<file path="config.mk">
export PLATFORM = sky130hd
export DESIGN_NAME = control_part_seq
export DESIGN_NICKNAME = d
export VERILOG_FILES = /design/src/rtl/control_part_seq.sv
export SDC_FILE = /design/constraint.sdc
export NUM_CORES = 1
export LEC_CHECK = 0
export ABC_AREA = 1
export ABC_CLOCK_PERIOD_IN_PS = 5110
export BUFFER_PORTS_ARGS = -buffer_cell sky130_fd_sc_hd__buf_4
export CORE_AREA = 2 2 657 659
export DETAILED_ROUTE_END_ITERATION = 10
export DIE_AREA = 0 0 659 661
export PLACE_DENSITY_LB_ADDON = 0.3
export REMOVE_ABC_BUFFERS = 1
export SLEW_MARGIN = 10
export SYNTH_ARGS = -nofsm -noshare
export SYNTH_HDL_FRONTEND = slang
export SYNTH_SLANG_ARGS = --single-unit
</file>
<file path="constraint.sdc">
create_clock -name clk -period 5.11 [get_ports clk]
set_clock_uncertainty 0.2 [all_clocks]
set_input_delay 0.511 -clock clk [delete_from_list [all_inputs] [get_ports clk]]
set_output_delay 0.511 -clock clk [all_outputs]
set_load 0.01 [all_outputs]
</file>
<file path="src/rtl/control_part_seq.sv">
// Self-sequencing PE control part: raster-scans a W x H fmap, issues one KxK window of
// per-tap read addresses per cycle, and zero-pads the returning fmap data RD_LAT later.
module control_part_seq_tap #(
  parameter int K  = 3,
  parameter int I  = 0,
  parameter int J  = 0,
  parameter int HB = 3,
  parameter int WB = 7
)(
  input  logic [HB-1:0] r,
  input  logic [WB-1:0] c,
  input  logic [HB-1:0] h,
  input  logic [WB-1:0] w,
  input  logic          same,
  output logic [HB-1:0] row,
  output logic [WB-1:0] col,
  output logic          en
);
  localparam int P = (K-1)/2;
  logic signed [HB+1:0] rs;
  logic signed [WB+1:0] cs;

  always_comb begin
    rs  = $signed({2'b00, r}) + $signed((HB+2)'(I))
          - (same ? $signed((HB+2)'(P)) : $signed((HB+2)'(0)));
    cs  = $signed({2'b00, c}) + $signed((WB+2)'(J))
          - (same ? $signed((WB+2)'(P)) : $signed((WB+2)'(0)));
    en  = !rs[HB+1] && (rs < $signed({2'b00, h})) &&
          !cs[WB+1] && (cs < $signed({2'b00, w}));
    row = en ? rs[HB-1:0] : '0;
    col = en ? cs[WB-1:0] : '0;
  end
endmodule

module control_part_seq #(
  parameter int DW     = 8,
  parameter int K      = 3,
  parameter int NOUT   = 8,
  parameter int BW     = 16,
  parameter int WB     = 7,
  parameter int HB     = 3,
  parameter int RD_LAT = 1,
  localparam int T     = K*K
)(
  input  logic                 clk,
  input  logic                 reset_n,
  input  logic                 start,
  input  logic [WB-1:0]        cfg_w,
  input  logic [HB-1:0]        cfg_h,
  input  logic                 cfg_same,
  input  logic                 cfg_bias,
  input  logic                 pause,
  output logic                 rd_valid,
  output logic [T*HB-1:0]      rd_row,
  output logic [T*WB-1:0]      rd_col,
  output logic [T-1:0]         rd_en,
  input  logic [T*DW-1:0]      fmaps,
  input  logic [T*DW*NOUT-1:0] weights,
  input  logic [NOUT*BW-1:0]   biases,
  output logic [T*DW-1:0]      fmap,
  output logic [T*DW*NOUT-1:0] weight,
  output logic [NOUT*BW-1:0]   biasp,
  output logic                 out_valid,
  output logic [HB-1:0]        out_row,
  output logic [WB-1:0]        out_col,
  output logic                 busy,
  output logic                 done
);
  typedef enum logic [1:0] {IDLE, RUN, DRAIN, DONE} st_t;
  localparam logic [WB-1:0] KW = WB'(K);
  localparam logic [HB-1:0] KH = HB'(K);

  st_t st, st_n;
  logic [WB-1:0] w_q, w_e, c_q, cur_c, c_max, c_nx;
  logic [HB-1:0] h_q, h_e, r_q, cur_r, r_max, r_nx;
  logic          same_q, same_e, bias_q, empty, last, issue;

  logic [T-1:0][HB-1:0] row_t;
  logic [T-1:0][WB-1:0] col_t;
  logic [T-1:0]         en_t;

  logic [RD_LAT:0]              vld_pipe;
  logic [RD_LAT:0][T-1:0]       msk_pipe;
  logic [RD_LAT:0][HB-1:0]      r_pipe;
  logic [RD_LAT:0][WB-1:0]      c_pipe;
  logic [T-1:0][DW-1:0]         fmaps_a, fmap_a;

  // In IDLE the first window is issued on the start edge, so use the live cfg there.
  always_comb begin
    w_e    = (st == IDLE) ? cfg_w    : w_q;
    h_e    = (st == IDLE) ? cfg_h    : h_q;
    same_e = (st == IDLE) ? cfg_same : same_q;
    cur_r  = (st == IDLE) ? '0 : r_q;
    cur_c  = (st == IDLE) ? '0 : c_q;
    empty  = (w_e == '0) || (h_e == '0) || (!same_e && ((w_e < KW) || (h_e < KH)));
    r_max  = same_e ? h_e - HB'(1) : h_e - KH;
    c_max  = same_e ? w_e - WB'(1) : w_e - KW;
    last   = (cur_r == r_max) && (cur_c == c_max);
    c_nx   = (cur_c == c_max) ? '0 : cur_c + WB'(1);
    r_nx   = (cur_c == c_max) ? cur_r + HB'(1) : cur_r;
  end

  always_comb begin
    st_n  = st;
    issue = 1'b0;
    case (st)
      IDLE:  if (start) begin
               if (empty) st_n = DONE;
               else begin
                 issue = !pause;
                 st_n  = (!pause && last) ? DRAIN : RUN;
               end
             end
      RUN:   begin
               issue = !pause;
               if (!pause && last) st_n = DRAIN;
             end
      DRAIN: if (vld_pipe == '0) st_n = DONE;
      DONE:  st_n = IDLE;
      default: st_n = IDLE;
    endcase
  end

  for (genvar i = 0; i < K; i++) begin : g_row
    for (genvar j = 0; j < K; j++) begin : g_col
      control_part_seq_tap #(.K(K), .I(i), .J(j), .HB(HB), .WB(WB)) u_tap (
        .r(cur_r), .c(cur_c), .h(h_e), .w(w_e), .same(same_e),
        .row(row_t[T-1-(i*K+j)]), .col(col_t[T-1-(i*K+j)]), .en(en_t[T-1-(i*K+j)])
      );
    end
  end

  always_ff @(posedge clk or negedge reset_n) begin
    if (!reset_n) begin
      st       <= IDLE;
      w_q      <= '0;
      h_q      <= '0;
      same_q   <= 1'b0;
      bias_q   <= 1'b0;
      r_q      <= '0;
      c_q      <= '0;
      rd_row   <= '0;
      rd_col   <= '0;
      vld_pipe <= '0;
      msk_pipe <= '0;
      r_pipe   <= '0;
      c_pipe   <= '0;
    end else begin
      st <= st_n;
      if (st == IDLE && start) begin
        w_q    <= cfg_w;
        h_q    <= cfg_h;
        same_q <= cfg_same;
        bias_q <= cfg_bias;
      end
      if (issue) begin
        r_q <= r_nx;
        c_q <= c_nx;
      end else if (st == IDLE && start) begin
        r_q <= '0;
        c_q <= '0;
      end
      rd_row      <= issue ? row_t : '0;
      rd_col      <= issue ? col_t : '0;
      vld_pipe[0] <= issue;
      msk_pipe[0] <= issue ? en_t  : '0;
      r_pipe[0]   <= issue ? cur_r : '0;
      c_pipe[0]   <= issue ? cur_c : '0;
      for (int s = 1; s <= RD_LAT; s++) begin
        vld_pipe[s] <= vld_pipe[s-1];
        msk_pipe[s] <= msk_pipe[s-1];
        r_pipe[s]   <= r_pipe[s-1];
        c_pipe[s]   <= c_pipe[s-1];
      end
    end
  end

  assign fmaps_a = fmaps;
  for (genvar k = 0; k < T; k++) begin : g_pad
    assign fmap_a[k] = (vld_pipe[RD_LAT] && msk_pipe[RD_LAT][k]) ? fmaps_a[k] : '0;
  end

  assign rd_valid  = vld_pipe[0];
  assign rd_en     = msk_pipe[0];
  assign out_valid = vld_pipe[RD_LAT];
  assign out_row   = r_pipe[RD_LAT];
  assign out_col   = c_pipe[RD_LAT];
  assign fmap      = fmap_a;
  assign weight    = weights;
  assign biasp     = (out_valid && bias_q) ? biases : '0;
  assign busy      = (st != IDLE);
  assign done      = (st == DONE);
endmodule

</file>
# Word-level counts from Yosys, hierarchy flattened
# Cells that the tools add are included.
# totals
regBits	154
input_bits	792
word_cells	158
# classes
n_eq_ne	8
order_cmp	8
n_mux	57
n_reduce_logical	53
addsub	16
# op_table
cell	n
$mux 128	1
$mux 7	16
$mux 8	9
$mux 63	1
$mux 3	16
$logic_and 1x1->1	35
$lt 9x8->1	3
$mux 27	1
$sub 9x9->9	2
$lt 5x4->1	3
$mux 2	5
$mux 9	1
$sub 8x9->9	1
$add 7x1->8 const B	1
$add 7x2->8 const B	1
$logic_not 1->1	8
$pmux 2 s4	1
$add 7x1->7 const B	1
$eq 7x7->1	1
$logic_not 7->1	1
$lt 7x2->1 const B	1
$sub 7x1->7 const B	1
$sub 7x2->7 const B	1
$ne 2x2->1 const B	3
other kinds (19)	28

# Logic depth before layout (Yosys ltp)
# depth
ltp_word	11
depth_mapped	25
mapped_depth_nobuf	22

# Hierarchy
# Synthesis repeated with hierarchy kept, for this count alone.
# unflattened
hier_cells	2707
hier_area_um2	18652.9
# by_module_without_submodules
module	cells_per_inst	area_per_inst_um2	n_inst
control_part_seq	1679	12269.3	1
control_part_seq_tap at g_row[2].g_col[1].u_tap	132	828.3	1
control_part_seq_tap at g_row[1].g_col[1].u_tap	130	820.8	1
control_part_seq_tap at g_row[2].g_col[2].u_tap	132	813.3	1
control_part_seq_tap at g_row[1].g_col[2].u_tap	128	808.3	1
control_part_seq_tap at g_row[0].g_col[1].u_tap	127	802.0	1
control_part_seq_tap at g_row[0].g_col[2].u_tap	128	779.5	1
control_part_seq_tap at g_row[1].g_col[0].u_tap	85	531.8	1
control_part_seq_tap at g_row[2].g_col[0].u_tap	83	505.5	1
control_part_seq_tap at g_row[0].g_col[0].u_tap	83	494.2	1

# Worst setup path after synthesis
# No wires, ideal clock.
# synth_timing
kind	register -> register
from	register st[0]
to	register rd_col[52]
t_arrival_ns	3.388
setup_slack_ns	1.451
path_stages_with_launch	23
cell_sequence	dfrtp_1 > inv_1 > ha_1 > buf_6 > inv_8 > buf_8 > nand2_2 > inv_1 > ha_1 > or2_2 > nand2_1 > nand2_1 > nor2_2 > xor2_1 > ha_1 > a21oi_1 > o221ai_1 > nand3_1 > nand3b_1 > nor2_4 > nand3_1 > buf_6 > nor2_1
# synth_between
elab_chain_len	10
# synth_rtl
item	line_no	text
from (decl)	73	st_t st, st_n;
from (signal assigned)	149	st <= st_n;
parallel branches: the longest is 9 deep, another holds $sub 9x9->9	n/a	
$mux 63 *	164	rd_col <= issue ? col_t : '0;
to (signal assigned)	164	
to (decl)	55	output logic [T*WB-1:0] rd_col,
# Mark *: on every way between the ends.
# A chain may end at the register's enable or synchronous reset.

# Final worst setup path
# layout_timing
from	register st[0]
to	register rd_row[15]
# layout_between
elab_chain_len	10
# layout_rtl
item	line_no	text
$logic_not 2->1	n/a	
$mux 3 (tied with other cells)	93	cur_r = (st == IDLE) ? '0 : r_q;
$add 3x1->4 (tied with other cells)	24	rs = $signed({2'b00, r}) + $signed((HB+2)'(I))
$sub 5x5->5 / $logic_or 1x1->1 (equally long branches)	25, 95	
$lt 5x4->1 (tied with other cells)	28	en = !rs[HB+1] && (rs < $signed({2'b00, h})) &&
$logic_and 1x1->1 / $logic_or 1x1->1 (equally long branches)	28, 95	
$logic_and 1x1->1 / $mux 1 (equally long branches)	28, 108	
$logic_and 1x1->1 / $mux 1 (equally long branches)	29, 107	
$mux 3 / $pmux 1 s2 (equally long branches)	30, 106	
$mux 27 *	163	rd_row <= issue ? row_t : '0;
to (signal assigned)	163	
to (decl)	54	output logic [T*HB-1:0] rd_row,
# Mark *: on every way between the ends. The rest lies on a longest branch, timed or not.

==> qor.log <==
[run_status] run status completed
[floorplan] row cnt 241
[detailed_routing] wire length per cell 69.75 um
[timing] worst slew pin tran 832.0 ps
[logic_synthesis] Syn. warnings 0
[timing] worst slew margin relative to its limit 44.16%
[logic_synthesis] Gate Count Post-Synth 1840
[logic_synthesis] Async SR Flop Fraction 100.0%
[detailed_routing] Vias per Instance 1.929
[cells_and_area] area overhead of the layout relative to synthesis 54.60%
[global_route] GRT busiest layer met2
[clocking] H-tree depth reported by CTS 4
[clocking] post-CTS clock slew at the launch and capture registers of the worst setup and hold paths 60 ps
[detailed_routing] number of design rule violations left after detail routing 0
[setup_path] critical path class reg2reg
[setup_path] worst path cell trace inv_1, ha_1, inv_8, nand2_1, nand2_2, ha_1, inv_1, nand2_1, nand2_1, nor2_1, nor2_1, nor2_1, inv_1, ha_1, nand4_1, o221ai_1, nand3_1, nand2_1, nor2_1, nand3_2, buf_12, nor2_1
[timing] fin. max-slew vios 0
[global_route] GR Layer Usage met1 4.332%
[floorplan] boundary pin count 1681
[detailed_routing] drt first pass iters 5
[global_route] GR met3 Demand/Resource 39.39%
[global_route] pin count of the biggest net entering global routing 95
[setup_path] kind of cell adding the most delay to the critical path simple AND/OR/NAND/NOR gates
[flow_run] Max-Cap Viols 0
[floorplan] core outline area 0.4291 sq mm
[setup_path] worst path required time 5370 ps
[logic_synthesis] commonest register cell after synthesis sky130_fd_sc_hd__dfrtp_1
[logic_synthesis] post-synthesis average cell area 7.415 sq um
[floorplan] floorplan die width 659 um
[clocking] clock latency on the worst-skew pair 540 ps
[timing] RSZ-0062 raised after global routing no
[global_route] initial antenna violation count 19
[logic_synthesis] count of state elements after synthesis 154
[clocking] number of buffers on the longest clock path 3
[timing] post-route setup slack 578.6 ps
[timing] Final Cycle Share 88.68%
[global_route] number of global-route vias before repair 11140
[floorplan] vertical extent of the die 661 um
[setup_path] Startpoint Class register
[placed_design] worst slack, placed 535.3 ps
[global_route] sum of overflow across all layers after global routing 0
[setup_path] critical path buffer and inverter count 5
[floorplan] effective utilization at floorplan 3.180%
[detailed_routing] iteration-0 DRC count of the detailed router 1809
[detailed_routing] post-route ant nets 0
[clocking] CTS Root Buffer Type sky130_fd_sc_hd__clkbuf_16
[placed_design] number of buffer cells added on primary ports 528
[setup_path] cell with the most instances on the worst path sky130_fd_sc_hd__nor2_1
[cells_and_area] layout net count 2641
[logic_synthesis] Cell variety after synth 43
[timing] # setup viols final 0
[power_and_ir_drop] worst voltage drop across the vdd grid 0.0002237 V
[detailed_routing] via count 14500
[global_route] combined global-route utilization of all metal layers 23.28%
[cells_and_area] fraction of layout cells with a size suffix above 1 38.19%
[global_route] fraction of met2 tracks used by global routing 43.81%
[logic_synthesis] cell area after synthesis 0.01364 sq mm
[clocking] number of sinks driven by the clock tree 154
[setup_path] largest fanout on the critical path 19
[worst_hold_path] path category of the worst min-delay check in2reg
[clocking] CTS buffer count 25
[setup_path] kind of end point of the critical path register
[global_route] first-pass GRT wire length 547.6 mm
[logic_synthesis] share of synthesized area occupied by flip-flops and latches 28.24%
[timing] sum of negative setup slack 0 ps
[clocking] Setup Buffers After CTS 0
[setup_path] worst path arrival time 4790 ps
[setup_path] highest cell delay on the worst timing path 620 ps
[clocking] TritonCTS clock tree done
[timing] Max Fclk 220.7 MHz
[setup_path] cell with the largest stage delay on the worst path sky130_fd_sc_hd__nor2_1
[floorplan] die area 0.4356 sq mm
[placed_design] Routability Congestion 1.214
[timing] shortest clock period the worst path allows after layout 4531 ps
[detailed_routing] Routed Wire Length 524.5 mm
[power_and_ir_drop] pwr/cell area 392.9 mW/mm^2
[power_and_ir_drop] leakage power 9.105 nW
[logic_synthesis] number of enable flip-flop cells after synthesis 0
[timing] number of failing hold endpoints at the final stage 0
[placed_design] DP Wirelength 509.6 mm
==> placed cells by master (no fill, tap or decap), types with 25 or more instances in the layout <==
master and instances:
sky130_fd_sc_hd__buf_4 559, sky130_fd_sc_hd__nor2_2 29, sky130_fd_sc_hd__o21ai_0 26, sky130_fd_sc_hd__nand3_1 44, sky130_fd_sc_hd__nand2_1 171, sky130_fd_sc_hd__dfrtp_1 154, sky130_fd_sc_hd__inv_1 315, sky130_fd_sc_hd__clkbuf_16 25
sky130_fd_sc_hd__ha_1 50, sky130_fd_sc_hd__nor2_1 292
==> synthesized netlist by cell type, types with 9 or more instances <==
cell type	number	area, sq um
sky130_fd_sc_hd__xor2_1	14	122.6
sky130_fd_sc_hd__nand2_2	21	131.4
sky130_fd_sc_hd__o21ai_0	26	130.1
sky130_fd_sc_hd__clkbuf_1	18	67.56
sky130_fd_sc_hd__ha_1	50	625.6
sky130_fd_sc_hd__a21oi_1	17	85.08
sky130_fd_sc_hd__nand2_1	172	645.6
sky130_fd_sc_hd__inv_1	315	1182
sky130_fd_sc_hd__inv_2	9	33.78
sky130_fd_sc_hd__buf_4	600	4504
sky130_fd_sc_hd__dfrtp_1	154	3854
sky130_fd_sc_hd__nor2_1	292	1096
sky130_fd_sc_hd__nand3_1	44	220.2
sky130_fd_sc_hd__nor2_2	29	181.4
==> power breakdown <==
part	internal [W]	total (W)	switching (W)
Combinational	0.00153	0.00495	0.00342
Sequential	0.00145	0.00166	0.000201
Clock	0.00102	0.00168	0.000661
==> state kept, by name (all words and copies together) (netlist names), 7 cells and up <==
name / cells
rd_en: 9
w_q: 7
rd_col: 63
c_pipe: 7
out_col: 7
c_q: 7
rd_row: 27
msk_pipe: 9
==> area by class of cell <==
type	instances	area, sq um
multi-input cells	729	3852
clock buffers	28	666.9
diodes	5	12.51
inverters	326	1234
well taps	5710	7144
flip-flops and latches	154	3854
clock inverters	4	70.07
fillers	50960	408000
repair buffers	563	4260
==> logic make-up after synthesis <==
| group | after synthesis | share of synthesized area, % |
|---|---|---|
| flip-flops | 154 | 28.24 |
| adder cells (fa/ha/maj) | 50 | 4.585 |
| multiplexers | 1 | 0.08253 |
| XOR/XNOR | 21 | 1.541 |
| AND/OR/NAND/NOR | 598 | 19.58 |
| AO/OA/AOI/OAI | 59 | 2.393 |
| buffers and inverters | 957 | 43.58 |
==> final timing paths <==
check	slack, ps	endpoint	start	cells past startpoint
max in group asynchronous	3050	rd_col[57]	reset_n	3
worst max-delay path	580	rd_row[15]	st[0]	22
worst max register to register	580	rd_row[15]	st[0]	22
worst min register to register	150	out_col[3]	c_pipe[3]	0
worst min-delay path	30	bias_q	cfg_bias	2
min in group asynchronous	500	h_q[2]	reset_n	2
==> routing by layer <==
metal  share of wire [%]  routed length, um
met5                 1.1               5774
met4                 3.6              18780
met3                  35             185300
met2                  53             276400
met1                 7.3              38250
==> stage by stage <==
step	hold WS [ps]	util, %	instance area (sq um)	cells	power (W)
global placement	132.6	4.739	20330	7481	0.006863
global route	37.38	4.914	21080	7515	0.008822
floorplan	15.41	-	8932	1209	0.003994
detailed placement	134.7	4.739	20330	7481	0.006819
finish	32.40	4.916	21090	7519	0.008287
CTS	4.990	4.913	21080	7514	0.008555
==> what timing repair did <==
action / CTS / global route
gates resized for setup: 0 / 0
hold buffers: 1 / 0
endpoints found under the hold margin: 67 / 0
Note: power is estimated with default switching activity, not from simulation.
